## src/rtl/uart_pkg.sv

```systemverilog
// Register map, bit positions and reset values shared by the UART RX controller and its bench.
package uart_pkg;

   localparam logic [3:0] OFF_CTRL = 4'h0;
   localparam logic [3:0] OFF_BAUD = 4'h4;
   localparam logic [3:0] OFF_STAT = 4'h8;
   localparam logic [3:0] OFF_DATA = 4'hC;

   localparam int CTRL_EN         = 0;
   localparam int CTRL_DATA9B     = 1;
   localparam int CTRL_RXNE_IE    = 2;
   localparam int CTRL_THR_IE     = 3;
   localparam int CTRL_TO_IE      = 4;
   localparam int CTRL_THR_LSB    = 8;
   localparam int CTRL_TOTIME_LSB = 16;

   localparam int STAT_RXNE      = 0;
   localparam int STAT_FULL      = 1;
   localparam int STAT_THRF      = 2;
   localparam int STAT_TO        = 3;
   localparam int STAT_OVR       = 4;
   localparam int STAT_COUNT_LSB = 8;

   typedef struct packed {
      logic [7:0] totime;
      logic [3:0] thr;
      logic       to_ie;
      logic       thr_ie;
      logic       rxne_ie;
      logic       data9b;
      logic       en;
   } ctrl_t;

   localparam ctrl_t       CTRL_RST = '0;
   localparam logic [23:0] BAUD_RST = 24'd0;

   function automatic logic [31:0] ctrl_pack(input ctrl_t c);
      logic [31:0] w;
      w = '0;
      w[CTRL_EN]                  = c.en;
      w[CTRL_DATA9B]              = c.data9b;
      w[CTRL_RXNE_IE]             = c.rxne_ie;
      w[CTRL_THR_IE]              = c.thr_ie;
      w[CTRL_TO_IE]               = c.to_ie;
      w[CTRL_THR_LSB +: 4]        = c.thr;
      w[CTRL_TOTIME_LSB +: 8]     = c.totime;
      return w;
   endfunction

endpackage

```

## src/rtl/uart_rx_ctrl_if.sv

```systemverilog
// APB-style slave bus of the UART RX controller; zero-wait-state, read data valid in the access phase.
interface uart_rx_ctrl_if;
   logic        psel;
   logic        penable;
   logic        pwrite;
   logic [3:0]  paddr;
   logic [31:0] pwdata;
   logic [31:0] prdata;
   logic        pready;

   modport master (output psel, penable, pwrite, paddr, pwdata,
                   input  prdata, pready);
   modport slave  (input  psel, penable, pwrite, paddr, pwdata,
                   output prdata, pready);
endinterface

```

## src/rtl/uart_rx_fifo.sv

```systemverilog
// Synchronous RX FIFO with synchronous flush; head is combinational and reads 0 while empty.
// Push while full and pop while empty are ignored.
module uart_rx_fifo #(
   parameter int FIFO_DEPTH = 16,
   parameter int FIFO_AW    = 4,
   parameter int DW         = 9
) (
   input  logic             clk,
   input  logic             rst_n,
   input  logic             clr,
   input  logic             push,
   input  logic [DW-1:0]    push_dat,
   input  logic             pop,
   output logic [DW-1:0]    head,
   output logic [FIFO_AW:0] count,
   output logic             full,
   output logic             empty
);

   logic [DW-1:0]      mem [FIFO_DEPTH];
   logic [FIFO_AW-1:0] wr_ptr, rd_ptr;
   logic               push_ok, pop_ok;

   assign full    = (count == (FIFO_AW+1)'(FIFO_DEPTH));
   assign empty   = (count == '0);
   assign push_ok = push & ~full;
   assign pop_ok  = pop & ~empty;
   assign head    = empty ? '0 : mem[rd_ptr];

   always_ff @(posedge clk) begin
      if (push_ok) mem[wr_ptr] <= push_dat;
   end

   always_ff @(posedge clk or negedge rst_n) begin
      if (!rst_n) begin
         wr_ptr <= '0;
         rd_ptr <= '0;
         count  <= '0;
      end else if (clr) begin
         wr_ptr <= '0;
         rd_ptr <= '0;
         count  <= '0;
      end else begin
         if (push_ok) wr_ptr <= wr_ptr + 1'b1;
         if (pop_ok)  rd_ptr <= rd_ptr + 1'b1;
         case ({push_ok, pop_ok})
            2'b10:   count <= count + 1'b1;
            2'b01:   count <= count - 1'b1;
            default: count <= count;
         endcase
      end
   end

endmodule

```

## src/rtl/uart_rx_ctrl.sv

```systemverilog
// RX controller for one uart_rx: register file, RX FIFO, idle timeout and interrupt.
// `define UART_RX_CTRL_DMA_EN adds a dma_req/dma_ack pop path with combinational dma_rdata.
module uart_rx_ctrl
   import uart_pkg::*;
#(
   parameter int FIFO_DEPTH = 16,
   parameter int FIFO_AW    = 4
) (
   input  logic          clk,
   input  logic          rst_n,
   uart_rx_ctrl_if.slave bus,
   output logic          irq,
   output logic          rx_clr_n,
   output logic [23:0]   rx_ckdiv,
   output logic          rx_data9b,
   output logic [7:0]    rx_totime,
   input  logic          rf_write,
   input  logic [8:0]    rf_wbyte,
   output logic          rf_full
`ifdef UART_RX_CTRL_DMA_EN
   ,
   output logic          dma_req,
   input  logic          dma_ack,
   output logic [8:0]    dma_rdata
`endif
);

   ctrl_t            ctrl, ctrl_wr;
   logic [23:0]      ckdiv;
   logic             to_flag, ovr_flag;
   logic [23:0]      bit_cnt;
   logic [7:0]       idle_cnt;

   logic             access, wr, rd;
   logic [3:0]       offset;
   logic             wr_ctrl, wr_baud, wr_stat, rd_data, flush;

   logic             fifo_push, fifo_pop, fifo_full, fifo_empty;
   logic [8:0]       fifo_head, push_dat;
   logic [FIFO_AW:0] fifo_count;
   logic             rxne, thrf, tick, idle_clr, to_set;
   logic [31:0]      stat_word;
   logic             unused_bits;

   assign access  = bus.psel & bus.penable;
   assign wr      = access & bus.pwrite;
   assign rd      = access & ~bus.pwrite;
   assign offset  = {bus.paddr[3:2], 2'b00};
   assign wr_ctrl = wr & (offset == OFF_CTRL);
   assign wr_baud = wr & (offset == OFF_BAUD);
   assign wr_stat = wr & (offset == OFF_STAT);
   assign rd_data = rd & (offset == OFF_DATA);
   assign flush   = wr_ctrl & ctrl.en & ~bus.pwdata[CTRL_EN];
   assign bus.pready  = 1'b1;
   assign unused_bits = ^{bus.pwdata[31:24], bus.paddr[1:0]};

   // DATA9B may only change while the receiver is (or is being put) in clear.
   always_comb begin
      ctrl_wr         = '0;
      ctrl_wr.en      = bus.pwdata[CTRL_EN];
      ctrl_wr.data9b  = (ctrl.en & bus.pwdata[CTRL_EN]) ? ctrl.data9b : bus.pwdata[CTRL_DATA9B];
      ctrl_wr.rxne_ie = bus.pwdata[CTRL_RXNE_IE];
      ctrl_wr.thr_ie  = bus.pwdata[CTRL_THR_IE];
      ctrl_wr.to_ie   = bus.pwdata[CTRL_TO_IE];
      ctrl_wr.thr     = bus.pwdata[CTRL_THR_LSB +: 4];
      ctrl_wr.totime  = bus.pwdata[CTRL_TOTIME_LSB +: 8];
   end

   always_ff @(posedge clk or negedge rst_n) begin
      if (!rst_n) begin
         ctrl  <= CTRL_RST;
         ckdiv <= BAUD_RST;
      end else begin
         if (wr_ctrl)              ctrl  <= ctrl_wr;
         if (wr_baud && !ctrl.en)  ckdiv <= bus.pwdata[23:0];
      end
   end

   assign rx_clr_n  = ctrl.en;
   assign rx_ckdiv  = ckdiv;
   assign rx_data9b = ctrl.data9b;
   assign rx_totime = ctrl.totime;

   assign push_dat  = {rf_wbyte[8] & ctrl.data9b, rf_wbyte[7:0]};
   assign fifo_push = rf_write & ~fifo_full;
`ifdef UART_RX_CTRL_DMA_EN
   assign fifo_pop  = (rd_data | dma_ack) & ~fifo_empty;
   assign dma_rdata = fifo_head;
`else
   assign fifo_pop  = rd_data & ~fifo_empty;
`endif

   uart_rx_fifo #(
      .FIFO_DEPTH (FIFO_DEPTH),
      .FIFO_AW    (FIFO_AW),
      .DW         (9)
   ) u_fifo (
      .clk      (clk),
      .rst_n    (rst_n),
      .clr      (flush),
      .push     (fifo_push),
      .push_dat (push_dat),
      .pop      (fifo_pop),
      .head     (fifo_head),
      .count    (fifo_count),
      .full     (fifo_full),
      .empty    (fifo_empty)
   );

   assign rf_full = fifo_full;
   assign rxne    = ~fifo_empty;
   // An empty FIFO never meets the threshold, so THR=0 behaves like THR=1.
   assign thrf    = rxne & (32'(fifo_count) >= 32'(ctrl.thr));

   assign tick     = ctrl.en & (bit_cnt == '0);
   assign idle_clr = rf_write | fifo_pop | fifo_empty | flush;
   assign to_set   = tick & ~idle_clr & (ctrl.totime != 8'd0) &
                     (idle_cnt != 8'hFF) & ((idle_cnt + 8'd1) == ctrl.totime);

   always_ff @(posedge clk or negedge rst_n) begin
      if (!rst_n) begin
         bit_cnt  <= '0;
         idle_cnt <= '0;
      end else begin
         if (!ctrl.en || flush) bit_cnt <= '0;
         else if (tick)         bit_cnt <= ckdiv;
         else                   bit_cnt <= bit_cnt - 24'd1;

         if (idle_clr)                        idle_cnt <= '0;
         else if (tick && idle_cnt != 8'hFF)  idle_cnt <= idle_cnt + 8'd1;
      end
   end

   always_ff @(posedge clk or negedge rst_n) begin
      if (!rst_n) begin
         to_flag  <= 1'b0;
         ovr_flag <= 1'b0;
         irq      <= 1'b0;
      end else begin
         if (flush)                                to_flag <= 1'b0;
         else if (to_set)                          to_flag <= 1'b1;
         else if (wr_stat && bus.pwdata[STAT_TO])  to_flag <= 1'b0;

         if (rf_write && fifo_full)                 ovr_flag <= 1'b1;
         else if (wr_stat && bus.pwdata[STAT_OVR])  ovr_flag <= 1'b0;

         irq <= (rxne & ctrl.rxne_ie) | (thrf & ctrl.thr_ie) |
                (to_flag & ctrl.to_ie) | ovr_flag;
      end
   end

`ifdef UART_RX_CTRL_DMA_EN
   always_ff @(posedge clk or negedge rst_n) begin
      if (!rst_n) dma_req <= 1'b0;
      else        dma_req <= ctrl.en & rxne & (thrf | to_flag);
   end
`endif

   always_comb begin
      stat_word                                 = '0;
      stat_word[STAT_RXNE]                      = rxne;
      stat_word[STAT_FULL]                      = fifo_full;
      stat_word[STAT_THRF]                      = thrf;
      stat_word[STAT_TO]                        = to_flag;
      stat_word[STAT_OVR]                       = ovr_flag;
      stat_word[STAT_COUNT_LSB +: FIFO_AW+1]    = fifo_count;
   end

   always_comb begin
      bus.prdata = '0;
      if (rd) begin
         case (offset)
            OFF_CTRL: bus.prdata = ctrl_pack(ctrl);
            OFF_BAUD: bus.prdata = {8'd0, ckdiv};
            OFF_STAT: bus.prdata = stat_word;
            OFF_DATA: bus.prdata = {23'd0, fifo_head};
            default:  bus.prdata = '0;
         endcase
      end
   end

endmodule

```

## src/flat_wrapper.sv

```systemverilog
// flat-port wrapper written by rule: the top's interface ports become plain ports
module uart_rx_ctrl_flat import uart_pkg::*;
#(
   parameter int FIFO_DEPTH = 16,
   parameter int FIFO_AW    = 4
)
  (clk, rst_n, irq, rx_clr_n, rx_ckdiv, rx_data9b, rx_totime, rf_write, rf_wbyte, rf_full, bus_psel, bus_penable, bus_pwrite, bus_paddr, bus_pwdata, bus_prdata, bus_pready);
  uart_rx_ctrl_if bus_i ();
  input  logic clk;
  input  logic rst_n;
  output logic irq;
  output logic rx_clr_n;
  output logic [23:0] rx_ckdiv;
  output logic rx_data9b;
  output logic [7:0] rx_totime;
  input  logic rf_write;
  input  logic [8:0] rf_wbyte;
  output logic rf_full;
  input wire logic [$bits(bus_i.psel)-1:0] bus_psel;
  input wire logic [$bits(bus_i.penable)-1:0] bus_penable;
  input wire logic [$bits(bus_i.pwrite)-1:0] bus_pwrite;
  input wire logic [$bits(bus_i.paddr)-1:0] bus_paddr;
  input wire logic [$bits(bus_i.pwdata)-1:0] bus_pwdata;
  output wire logic [$bits(bus_i.prdata)-1:0] bus_prdata;
  output wire logic [$bits(bus_i.pready)-1:0] bus_pready;
  assign bus_i.psel = bus_psel;
  assign bus_i.penable = bus_penable;
  assign bus_i.pwrite = bus_pwrite;
  assign bus_i.paddr = bus_paddr;
  assign bus_i.pwdata = bus_pwdata;
  assign bus_prdata = bus_i.prdata;
  assign bus_pready = bus_i.pready;
  uart_rx_ctrl #(.FIFO_DEPTH(FIFO_DEPTH), .FIFO_AW(FIFO_AW)) u_core (.clk(clk), .rst_n(rst_n), .bus(bus_i), .irq(irq), .rx_clr_n(rx_clr_n), .rx_ckdiv(rx_ckdiv), .rx_data9b(rx_data9b), .rx_totime(rx_totime), .rf_write(rf_write), .rf_wbyte(rf_wbyte), .rf_full(rf_full));
endmodule
```

## config.mk

```make
export PLATFORM = sky130hd
export DESIGN_NAME = uart_rx_ctrl_flat
export DESIGN_NICKNAME = d
export VERILOG_FILES = /design/src/rtl/uart_pkg.sv /design/src/rtl/uart_rx_ctrl_if.sv /design/src/rtl/uart_rx_fifo.sv /design/src/rtl/uart_rx_ctrl.sv /design/src/flat_wrapper.sv
export SDC_FILE = /design/constraint.sdc
export NUM_CORES = 1
export LEC_CHECK = 0
export ABC_AREA = 1
export BUFFER_PORTS_ARGS = -buffer_cell sky130_fd_sc_hd__clkbuf_2
export CAP_MARGIN = 20
export CORE_MARGIN = 4
export CORE_UTILIZATION = 60
export CTS_BUF_LIST = sky130_fd_sc_hd__clkbuf_8 sky130_fd_sc_hd__clkbuf_16
export DETAILED_ROUTE_END_ITERATION = 8
export GPL_ROUTABILITY_DRIVEN = 0
export GPL_TIMING_DRIVEN = 0
export PLACE_DENSITY = 0.81
export SYNTH_ARGS = -nofsm -noshare
export SYNTH_HDL_FRONTEND = slang
export SYNTH_HIERARCHICAL = 1
export SYNTH_SLANG_ARGS = --single-unit
```

## constraint.sdc

```tcl
create_clock -name clk -period 5.1 [get_ports clk]
set_input_delay 1.02 -clock clk [delete_from_list [all_inputs] [get_ports clk]]
set_output_delay 1.02 -clock clk [all_outputs]
set_load 0.02 [all_outputs]
```

==> results of run 1 <==
## layer usage
metal | GRT usage, % | vias to the layer above
li1 | - | 4287
met5 | 0 | -
met2 | 47.7 | 663
met4 | 10.1 | 0
met1 | 39.9 | 4474
met3 | 5.39 | 92
## cells by family after synthesis
family	count (synthesis)
mux	9
xor+xnor	12
other cells	2
simple gates	476
compound gates	256
flops	233
fa+ha+maj	14
buf+inv	166
## cells in the final DEF, fill, tap and decap left out, types with 4 or more instances in the layout
master,synthesis,final
sky130_fd_sc_hd__nand2_1,170,170
sky130_fd_sc_hd__xnor2_1,4,4
sky130_fd_sc_hd__clkbuf_1,21,21
sky130_fd_sc_hd__inv_2,9,9
sky130_fd_sc_hd__dfrtp_1,89,89
sky130_fd_sc_hd__inv_1,89,92
sky130_fd_sc_hd__o221ai_1,28,28
sky130_fd_sc_hd__buf_6,4,4
sky130_fd_sc_hd__a21oi_1,47,47
sky130_fd_sc_hd__clkbuf_2,1,100
sky130_fd_sc_hd__xor2_1,8,8
sky130_fd_sc_hd__nor3_1,9,9
sky130_fd_sc_hd__nor2_4,5,5
sky130_fd_sc_hd__a211oi_1,6,6
sky130_fd_sc_hd__nor2_2,8,8
sky130_fd_sc_hd__clkbuf_16,0,25
sky130_fd_sc_hd__o21ai_1,12,12
sky130_fd_sc_hd__o21ai_0,125,125
sky130_fd_sc_hd__mux2_2,9,9
sky130_fd_sc_hd__nand3_1,70,70
sky130_fd_sc_hd__o22ai_1,8,8
sky130_fd_sc_hd__buf_2,14,14
sky130_fd_sc_hd__nand2_2,6,6
sky130_fd_sc_hd__clkinv_1,3,6
sky130_fd_sc_hd__conb_1,2,9
sky130_fd_sc_hd__edfxtp_1,144,144
sky130_fd_sc_hd__o21ai_2,9,9
sky130_fd_sc_hd__clkinv_2,0,7
sky130_fd_sc_hd__ha_1,14,14
sky130_fd_sc_hd__a31oi_1,4,4
sky130_fd_sc_hd__nor2_1,183,183
sky130_fd_sc_hd__buf_4,22,22
sky130_fd_sc_hd__nand4_1,8,8
## synthesized netlist by cell type (all sizes together)
cell    instances  area [sq um]
a211oi          6          45.0
a21oi          47           235
a221oi          3          26.3
a31o            1          8.76
a31oi           4          25.0
a41oi           2          17.5
buf            40           280
clkbuf         22          83.8
clkinv          4          20.0
conb            2          7.51
dfrtp          89          2230
edfxtp        144          4320
ha             14           175
inv           100           380
mux2            9           101
nand2         179           709
nand3          74           398
nand3b          3          22.5
nand4           9          62.6
nor2          197           813
nor3            9          45.0
nor3b           1          7.51
o211ai          5          47.5
o21a            1          7.51
o21ai         146           764
o21bai          3          22.5
o221ai         28           245
o22ai           8          50.1
o31ai           2          15.0
or2             4          25.0
xnor2           4          35.0
xor2            8          70.1
## critical path: stages (launching register included)
cell                       delay (ps)
sky130_fd_sc_hd__dfrtp_1          390
sky130_fd_sc_hd__buf_2            200
sky130_fd_sc_hd__inv_2             70
sky130_fd_sc_hd__clkbuf_2         200
sky130_fd_sc_hd__buf_2            280
sky130_fd_sc_hd__o21ai_0          170
sky130_fd_sc_hd__o221ai_1         310
sky130_fd_sc_hd__nand3_1          130
sky130_fd_sc_hd__a21oi_1          290
sky130_fd_sc_hd__nand2_1           90
sky130_fd_sc_hd__a41oi_1          310
sky130_fd_sc_hd__clkbuf_2         240
## area by class of cell
class	instances	area, sq um	area share (%)
flip-flops and latches	233	6550	50.5
multi-input cells	776	4010	30.9
clock buffers	28	667	5.14
repair buffers	101	531	4.09
inverters	104	400	3.09
plain buffers	62	364	2.81
well taps	229	287	2.21
clock inverters	18	165	1.27
## per-stage QoR
stage / util (%) / cell area, sq um / hold WS [ps] / setup WS [ps] / cells
2_1_floorplan: - / 11300 / 474 / 1920 / 1175
3_3_place_gp: 66.3 / 12100 / 490 / 1270 / 1504
3_5_place_dp: 66.5 / 12100 / 505 / 1280 / 1505
4_1_cts: 71.0 / 13000 / 520 / 931 / 1551
5_1_grt: 71.0 / 13000 / 558 / 791 / 1551
6_report: 71.0 / 13000 / 522 / 868 / 1551
## power by group through the flow
stage	combinational (mW)	sequential [mW]	clock (mW)
final	2.82	2.60	1.83
after global routing	3.05	2.63	1.92
after CTS	2.74	2.59	1.84
after detailed placement	2.70	2.62	0
after global placement	2.61	2.61	0
after floorplan	1.86	2.60	0
## path summary, 6_finish.rpt
kind	startpoint	endpoint	slack, ps	cells after the start
max	u_core/u_fifo/rd_ptr[1]	bus_prdata[1]	870	11
min	u_core/rx_ckdiv[0]	u_core/rx_ckdiv[0]	520	2
max reg2reg	u_core/u_fifo/count[2]	u_core/u_fifo/count[4]	2330	18
min reg2reg	u_core/rx_ckdiv[0]	u_core/rx_ckdiv[0]	520	2
max in group asynchronous	rst_n	u_core/rx_ckdiv[21]	3850	2
min in group asynchronous	rst_n	u_core/rx_ckdiv[4]	570	1
## registers in the layout (all words and copies together), names as in the netlist, 4 cells and up
register and cells:
u_core/u_fifo/count 5, u_core/ctrl 7, u_core/idle_cnt 8, u_core/bit_cnt 24, u_core/rx_totime 8, u_core/rx_ckdiv 24
u_core/u_fifo/rd_ptr 4, u_core/u_fifo/wr_ptr 4, u_core/u_fifo/mem 144
==> metrics.txt, run 1 <==
status=finished, final reports clean; Sink Count=around 230; power density normalized to cell area=between 500 and 600 nW/um^2; setup skew after layout=14.5 ps; measured slew at the worst slew-check pin=997 ps; WP data arrival=3210 ps; kind of start point of the critical path=flop; number of max-slew violations in the final report=0; post-synthesis compound-gate area fraction=around an eighth; class of the tightest hold or removal check=reg -> reg; cell internal pwr=4.30 mW; total DRC errors in the routed layout=0; sum of routed wire segments on met1=12.0 mm; count of different cell masters after synthesis=51; Hold-fix buffers, CTS=0; maximum fanout count along the critical path=10; cell row count=49; setup repair after global routing missed its margin=false; number of synthesis warnings=6; global-route wire length before repair=49.2 mm; adder-cell share of the synthesized area=around 1.6%; area fraction in and, or, nand and nor cells after synthesis=18.4%; GR Util All Layers=29.2%; number of buffers created by CTS=25; number of instances in the synthesized netlist=1168; path type of the worst setup path=reg -> out; root cell of the clock tree=sky130_fd_sc_hd__clkbuf_16; sum of net half-perimeters after detailed placement=22.0 mm; share of post-route cells with drive strength above 1=18.5%; Max Cap Viol=0; count of endpoints failing hold in the final timing report=0; 1st-pass router iterations=6; clock latency reported for the late side of the worst-skew pair=between 500 and 600 ps; area of the mapped netlist=11300 sq um; sequential group share of total power=between 30% and 40%; final cycle utilization of the critical path=83.0%; number of ports placed on the die boundary=120; post-layout net count=approximately 1400; maximum buffer depth of the clock tree=3; Peak Freq=236 MHz; combinational family with the most area after synthesis=simple AND/OR/NAND/NOR gates; vias per cell=6.14; share of the synthesized netlist area taken by xor and xnor gates=less than 1%; Logic pwr share=38.9%; min cycle time layout=4230 ps; die area=21100 sq um; Iter 0 DRT Violations=1149; routed length on met2=15.1 mm; buffers inserted by post-CTS timing repair=0; y dimension of the die=145 um; share of total power consumed by net switching=40.6%; length of routed met3 wiring=3.88 mm; Vias=9516; power share of the clock group=between 20 and 30%; routed length per placed instance=20.7 um; remaining global-route overflow=0; tightest slew margin relative to the limit=33.3%; Tot Pwr=7.25 mW; maximum level of the CTS H-tree=1; total length of routed wires=approximately 32 mm; antenna diode count=0; Crit. End Element=primary output; # setup viols final=0; clock-pin slew on the worst setup and hold paths=60 ps; number of global-route vias before repair=approximately 9100; area growth from synthesis to layout=14.8%; buffers added on ports=100; mean instance size in the synthesized netlist=9.67 sq um; post-CTS resize count=0; Req. time, crit path=4080 ps; width of the die=145 um; switching power=2.95 mW; Leakage Power=5.52 nW; uppermost layer routed=met4; number of nets still failing antenna checks after routing=0; initial core utilization=61.8%; worst-case vdd ir drop=between 0.3 and 0.4 mV; area of the core=18300 sq um; number of antenna violations at the first check in global routing=0; post-route setup TNS=0 ps; pin count of the biggest net entering global routing=47; proportion of synthesized area in mux cells=0.897%; post-synthesis sequential element count=233; number of filler cells placed in the layout=1335; TritonCTS clock tree=built; fraction of the yosys area taken by sequential cells=58.0%
(Power assumes the default switching activity.)
==> run 2, diff against run 1 <==
--- a/config.mk
+++ b/config.mk
@@ -9,12 +9,12 @@
 export BUFFER_PORTS_ARGS = -buffer_cell sky130_fd_sc_hd__clkbuf_2
 export CAP_MARGIN = 20
 export CORE_MARGIN = 4
-export CORE_UTILIZATION = 60
+export CORE_UTILIZATION = 53
 export CTS_BUF_LIST = sky130_fd_sc_hd__clkbuf_8 sky130_fd_sc_hd__clkbuf_16
 export DETAILED_ROUTE_END_ITERATION = 8
 export GPL_ROUTABILITY_DRIVEN = 0
 export GPL_TIMING_DRIVEN = 0
-export PLACE_DENSITY = 0.81
+export PLACE_DENSITY = 0.76
 export SYNTH_ARGS = -nofsm -noshare
 export SYNTH_HDL_FRONTEND = slang
 export SYNTH_HIERARCHICAL = 1
==> constraint.sdc (replaced) <==
create_clock -name clk -period 3.68 [get_ports clk]
set_input_delay 0.736 -clock clk [delete_from_list [all_inputs] [get_ports clk]]
set_output_delay 0.736 -clock clk [all_outputs]
set_load 0.02 [all_outputs]
==> run 2 against run 1 <==
Compared with the run above: design area increased by 1.1%; non-clock buffer count unchanged; setup slack got worse by 860 ps; clock power increased by 33%; first-iteration DRC count increased by 0.26%; count of clock-buffer cells in the layout unchanged; register-to-register slack got worse by 1400 ps; combinational power increased by 41%; critical path type unchanged.
==> metrics.txt, run 2 (synthesized netlist as in run 1, its figures left out) <==
flip-flop count of the largest register, all copies and words added=144 (unchanged); y dimension of the die=154 um (+6.0%); Final Worst Setup Slack=9.29 ps (-859 ps); total DRC errors in the routed layout=0 (unchanged); share of post-route cells with drive strength above 1=20.3% (+1.9 points); number of nets still failing antenna checks after routing=0 (unchanged); Top Usage Layer GRT=met2; 1st-pass router iterations=5 (-1); pin count of the biggest net entering global routing=55 (+17%); Req. time, crit path=2940 ps (-1140 ps); min cycle time layout=3670 ps; worst slack at placement=354 ps (-930 ps); GR Util All Layers=26.2% (-3.1 points); Iter 0 DRT Violations=1152 (+0.26%); tightest slew margin relative to the limit=34.0% (+0.70 points); kind of start point of the critical path=flop; routing usage on met1=36.0% (-3.9 points); number of antenna violations at the first check in global routing=0 (unchanged); path type of the worst setup path=reg -> out; area growth from synthesis to layout=16.1%; root cell of the clock tree=sky130_fd_sc_hd__clkbuf_16; die area=23700 sq um (+12%); Top reg by flops=u_core/u_fifo/mem; cell row count=53 (+8.2%); clock-pin slew on the worst setup and hold paths=60 ps (about the same); clock latency reported for the late side of the worst-skew pair=540 ps (about the same); number of ports placed on the die boundary=120 (unchanged); Leakage Power=5.55 nW (+0.52%); highest-count cells in the layout ignoring fill and taps=183 x sky130_fd_sc_hd__nor2_1, 170 x sky130_fd_sc_hd__nand2_1, 144 x sky130_fd_sc_hd__edfxtp_1, 123 x sky130_fd_sc_hd__o21ai_0, 109 x sky130_fd_sc_hd__clkbuf_2; # setup viols final=0 (unchanged); buffers added on ports=100 (unchanged); Sink Count=233 (unchanged); Hold-fix buffers, CTS=0 (unchanged); post-layout net count=1368 (unchanged); multi-input logic area=4080 sq um (+1.7%); Peak Freq=272 MHz; met2 demand-to-capacity share in global routing=40.7% (-7.0 points); routed length per placed instance=19.7 um (-4.7%); sum of net half-perimeters after detailed placement=22.0 mm (-0.33%); sequential cell area in the final layout=6550 sq um (unchanged); Crit. End Element=primary output; Final Core Density=62.4% (-8.6 points); worst-case vdd ir drop=0.503 mV (+35%); most common library cell in the layout ignoring fill and taps=sky130_fd_sc_hd__nor2_1; Global Route met3 Usage=5.52% (+0.12 points); initial core utilization=53.7% (-8.1 points); maximum buffer depth of the clock tree=3 (unchanged); vias per cell=5.84 (-4.9%); maximum fanout count along the critical path=10 (unchanged); power density normalized to cell area=764 nW/um^2 (+37%); global-route wire length before repair=49.0 mm (-0.41%); status=finished, final reports clean; count of endpoints failing hold in the final timing report=0 (unchanged); buffers inserted by post-CTS timing repair=0 (unchanged); remaining global-route overflow=0 (unchanged); number of buffers created by CTS=25 (unchanged); area of the core=21000 sq um (+15%); Vias=9320 (-2.1%); number of max-slew violations in the final report=0 (unchanged); measured slew at the worst slew-check pin=987 ps (-10.4 ps); antenna diode count=0 (unchanged); setup skew after layout=13.6 ps (-0.881 ps); WP data arrival=2930 ps (-280 ps); number of global-route vias before repair=9094 (+0.11%); width of the die=154 um (+6.0%); final cycle utilization of the critical path=99.7%; Max Cap Viol=0 (unchanged); total length of routed wires=31.4 mm (-1.9%); cell depth of the worst flop-to-flop path=18 (unchanged); TritonCTS clock tree=built; class of the tightest hold or removal check=in -> async; maximum level of the CTS H-tree=1 (unchanged); number of filler cells placed in the layout=1680 (+26%)
## run 2: cell types whose count changed in the layout (fill, tap and decap cells not counted), sizes merged
| cell | before | now |
|---|---|---|
| bufinv | 3 | 1 |
| clkinv | 14 | 12 |
| clkinvlp | 0 | 4 |
## run 2: cell type report
cell class                 instances  share of cell area, %
buffer                            62                   3.08
clock buffer                      28                   5.17
clock inverter                    18                   1.01
inverter                         104                   3.05
multi-input combinational        776                   31.1
sequential                       233                   49.9
tap                              275                   2.62
timing repair buffer             101                   4.06
## run 2: final timing paths
check,startpoint,endpoint,slack (ps)
worst max-delay path,u_core/u_fifo/rd_ptr[0],bus_prdata[3],9
worst min register to register,u_core/rx_ckdiv[0],u_core/rx_ckdiv[0],520
worst min-delay path,rst_n,u_core/rx_ckdiv[6],220
max in group asynchronous,rst_n,u_core/idle_cnt[4],2810
worst max register to register,u_core/u_fifo/count[4],u_core/u_fifo/count[4],920
min in group clk,bus_pwdata[18],u_core/rx_totime[2],430
## run 2: critical path, cell delays in order (launching register included)
cell and delay [ps]:
sky130_fd_sc_hd__dfrtp_1 410, sky130_fd_sc_hd__buf_4 200, sky130_fd_sc_hd__inv_2 170, sky130_fd_sc_hd__buf_2 300
sky130_fd_sc_hd__nor2_1 70, sky130_fd_sc_hd__o221ai_1 280, sky130_fd_sc_hd__nand3_1 170, sky130_fd_sc_hd__a21oi_1 230
sky130_fd_sc_hd__nand2_1 100, sky130_fd_sc_hd__a41oi_2 220, sky130_fd_sc_hd__clkbuf_2 230
## run 2: what timing repair did
item,4_1_cts,5_1_grt
gates cloned,0,0
endpoints found under the setup margin,6,9
pin swaps,0,2
resized for setup,9,39
## run 2: metal layers
metal | vias up | routed length [um]
li1 | 4290 | -
met3 | 75 | 3090
met4 | 0 | 1100
met2 | 531 | 14600
met5 | - | 0
met1 | 4424 | 12600
## run 2: power by group
part / switching (mW) / leakage [nW] / internal [mW] / total (mW)
Clock: 1.03 / 0.407 / 1.40 / 2.43
Sequential: 0.377 / 2.44 / 3.23 / 3.61
Combinational: 2.69 / 2.71 / 1.29 / 3.98
## run 2: metrics by stage
step	setup TNS (ps)	hold WS (ps)	power, mW	cell area, sq um	instances
2_1_floorplan	0	440	6.18	11300	1175
3_3_place_gp	0	494	7.29	12200	1550
3_5_place_dp	0	501	7.39	12200	1551
4_1_cts	0	223	9.86	13000	1597
5_1_grt	-57.0	254	10.6	13100	1597
6_report	0	217	10.0	13100	1597
==> run 3, diff against run 2 <==
--- a/config.mk
+++ b/config.mk
@@ -14,7 +14,7 @@
 export DETAILED_ROUTE_END_ITERATION = 8
 export GPL_ROUTABILITY_DRIVEN = 0
 export GPL_TIMING_DRIVEN = 0
-export PLACE_DENSITY = 0.76
+export PLACE_DENSITY_LB_ADDON = 0.08
 export SYNTH_ARGS = -nofsm -noshare
 export SYNTH_HDL_FRONTEND = slang
 export SYNTH_HIERARCHICAL = 1
==> constraint.sdc (replaced) <==
create_clock -name clk -period 3.68 [get_ports clk]
set_input_delay 0.736 -clock clk [delete_from_list [all_inputs] [get_ports clk]]
set_output_delay 0.736 -clock clk [all_outputs]
set_load 0.01 [all_outputs]
==> run 3 against run 2 <==
Compared with the run above: register-to-register slack lost 70 ps; first-iteration DRC count shrank 12%; highest routed layer unchanged; global-route usage grew 0.29 points; largest power group unchanged; clock skew shrank 4.1 ps; largest cell class unchanged.
==> metrics.txt, run 3 (synthesized netlist as in run 1, its figures left out) <==
status=finished, final reports clean; final cycle utilization of the critical path=97.4% (-2.3 points); vias per cell=5.71 (-2.2%); measured slew at the worst slew-check pin=1020 ps (+38.3 ps); switching power=4.03 mW (-1.8%); Tot Pwr=10.1 mW (+1.2%); min cycle time layout=3590 ps (-85.0 ps); GR Util All Layers=26.4% (+0.29 points); cell internal pwr=6.12 mW (+3.3%); power share of the clock group=26.1% (+1.8 points); buffers inserted by post-CTS timing repair=0 (unchanged); most common library cell in the layout ignoring fill and taps=sky130_fd_sc_hd__nor2_1; Crit. End Element=primary output; WP data arrival=2850 ps (-80 ps); total DRC errors in the routed layout=0 (unchanged); remaining global-route overflow=0 (unchanged); Max Cap Viol=0 (unchanged); Iter 0 DRT Violations=1010 (-12%); Req. time, crit path=2940 ps (about the same); clock-pin slew on the worst setup and hold paths=60 ps (about the same); width of the die=154 um (unchanged); count of endpoints failing hold in the final timing report=0 (unchanged); routed length per placed instance=20.0 um (+1.4%); initial core utilization=53.7% (unchanged); Post-Route Hold Slack=271 ps (+53.8 ps); cell depth of the worst flop-to-flop path=18 (unchanged); class of the tightest hold or removal check=in -> async; share of total power consumed by net switching=39.7% (-1.2 points); Vias=9134 (-2.0%); buffers added on ports=100 (unchanged); sequential group share of total power=35.6% (-0.4 points); 1st-pass router iterations=7 (+2); maximum buffer depth of the clock tree=3 (unchanged); root cell of the clock tree=sky130_fd_sc_hd__clkbuf_16; die area=23700 sq um (unchanged); cell row count=53 (unchanged); power density normalized to cell area=771 nW/um^2 (+0.92%); Sink Count=233 (unchanged); Leakage Power=5.58 nW (+0.42%); number of antenna violations at the first check in global routing=0 (unchanged); number of global-route vias before repair=8761 (-3.7%); total length of routed wires=31.9 mm (+1.6%); # setup viols final=0 (unchanged); highest-count cells in the layout ignoring fill and taps=183 x sky130_fd_sc_hd__nor2_1, 170 x sky130_fd_sc_hd__nand2_1, 144 x sky130_fd_sc_hd__edfxtp_1, 125 x sky130_fd_sc_hd__o21ai_0, 109 x sky130_fd_sc_hd__clkbuf_2; flip-flop count of the largest register, all copies and words added=144 (unchanged); maximum fanout count along the critical path=10 (unchanged); TritonCTS clock tree=built; Peak Freq=279 MHz (+2.4%); clock latency reported for the late side of the worst-skew pair=520 ps (-20 ps); share of post-route cells with drive strength above 1=19.6% (-0.79 points); sum of net half-perimeters after detailed placement=22.7 mm (+3.1%); worst-case vdd ir drop=0.420 mV (-17%); maximum level of the CTS H-tree=1 (unchanged); post-layout net count=1369 (+0.073%); area growth from synthesis to layout=16.5%; kind of start point of the critical path=flop; number of filler cells placed in the layout=1772 (+5.5%); setup skew after layout=9.54 ps (-4.06 ps); pin count of the biggest net entering global routing=50 (-9.1%); number of buffers created by CTS=26 (+4.0%); number of ports placed on the die boundary=120 (unchanged); Top reg by flops=u_core/u_fifo/mem; global-route wire length before repair=48.9 mm (about the same); Logic pwr share=38.3% (-1.4 points); area of the core=21000 sq um (unchanged); number of max-slew violations in the final report=0 (unchanged); number of nets still failing antenna checks after routing=0 (unchanged); tightest slew margin relative to the limit=31.4% (-2.6 points); path type of the worst setup path=reg -> out; y dimension of the die=154 um (unchanged)
run 3: changes by cell type in the layout (fill, tap and decap cells not counted), sizes merged:
cell,previous run,this run
inv,105,107
bufinv,1,4
clkinv,12,8
clkbuf,150,152
buf,41,38
clkinvlp,4,6
diode,0,1
run 3: critical path: stages (launching register included):
cell and delay (ps):
sky130_fd_sc_hd__dfrtp_1 320, sky130_fd_sc_hd__buf_2 260, sky130_fd_sc_hd__clkbuf_1 580, sky130_fd_sc_hd__o221ai_1 300, sky130_fd_sc_hd__nand3_1 160, sky130_fd_sc_hd__a21oi_2 80
sky130_fd_sc_hd__nand2_1 80, sky130_fd_sc_hd__o21ai_0 110, sky130_fd_sc_hd__nor3_1 190, sky130_fd_sc_hd__nor2_1 100, sky130_fd_sc_hd__clkbuf_2 140
run 3: what timing repair did:
action	in CTS	in global routing
hold buffers	0	0
gates cloned	0	0
resized for setup	5	32
endpoints found under the setup margin	6	9
pin swaps	0	4
run 3: per-stage QoR:
step	setup TNS (ps)	setup WS [ps]	area, sq um	utilization, %	std cells
floorplan	0	1210	11300	-	1175
detailed placement	0	294	12200	58.0	1551
global placement	0	292	12200	57.9	1550
CTS	0	0.232	13100	62.3	1599
finish	0	94.3	13200	62.6	1600
global route	-7.29	-7.29	13200	62.6	1599
run 3: power groups by stage:
stage | Combinational [mW] | Sequential (mW) | Clock [mW]
finish | 3.88 | 3.61 | 2.65
global route | 4.24 | 3.66 | 2.81
CTS | 3.74 | 3.60 | 2.69
detailed placement | 3.71 | 3.65 | 0
global placement | 3.63 | 3.64 | 0
floorplan | 2.55 | 3.55 | 0
run 3: worst paths after layout:
| kind | slack (ps) | end | start |
|---|---|---|---|
| worst max-delay path | 90 | bus_prdata[0] | u_core/u_fifo/rd_ptr[2] |
| worst min-delay path | 270 | u_core/rx_ckdiv[5] | rst_n |
| worst max register to register | 850 | u_core/u_fifo/count[4] | u_core/u_fifo/count[4] |
| worst min register to register | 520 | u_core/rx_ckdiv[0] | u_core/rx_ckdiv[0] |
| max in group asynchronous | 2730 | u_core/idle_cnt[5] | rst_n |
| min in group clk | 440 | u_core/rx_ckdiv[15] | bus_pwdata[15] |
run 3: layer usage:
metal  share of wire, %  global-route usage (%)  up-vias  wire length [um]
li1                   -                       -     4290                 -
met3                8.3                    3.94       79              2650
met1                 43                    38.6     4350             13800
met2                 45                    40.6      415             14300
met4                3.8                    9.59        0              1230
met5                  0                       0        -                 0
run 3: layout make-up:
| class | count | area, sq um | area share, % |
|---|---|---|---|
| antenna | 1 | 2.50 | 0.0190 |
| buffer | 62 | 402 | 3.05 |
| clock buffer | 27 | 676 | 5.13 |
| clock inverter | 21 | 211 | 1.61 |
| inverter | 104 | 403 | 3.06 |
| multi-input combinational | 776 | 4040 | 30.7 |
| sequential | 233 | 6550 | 49.8 |
| tap | 275 | 344 | 2.61 |
| timing repair buffer | 101 | 531 | 4.03 |
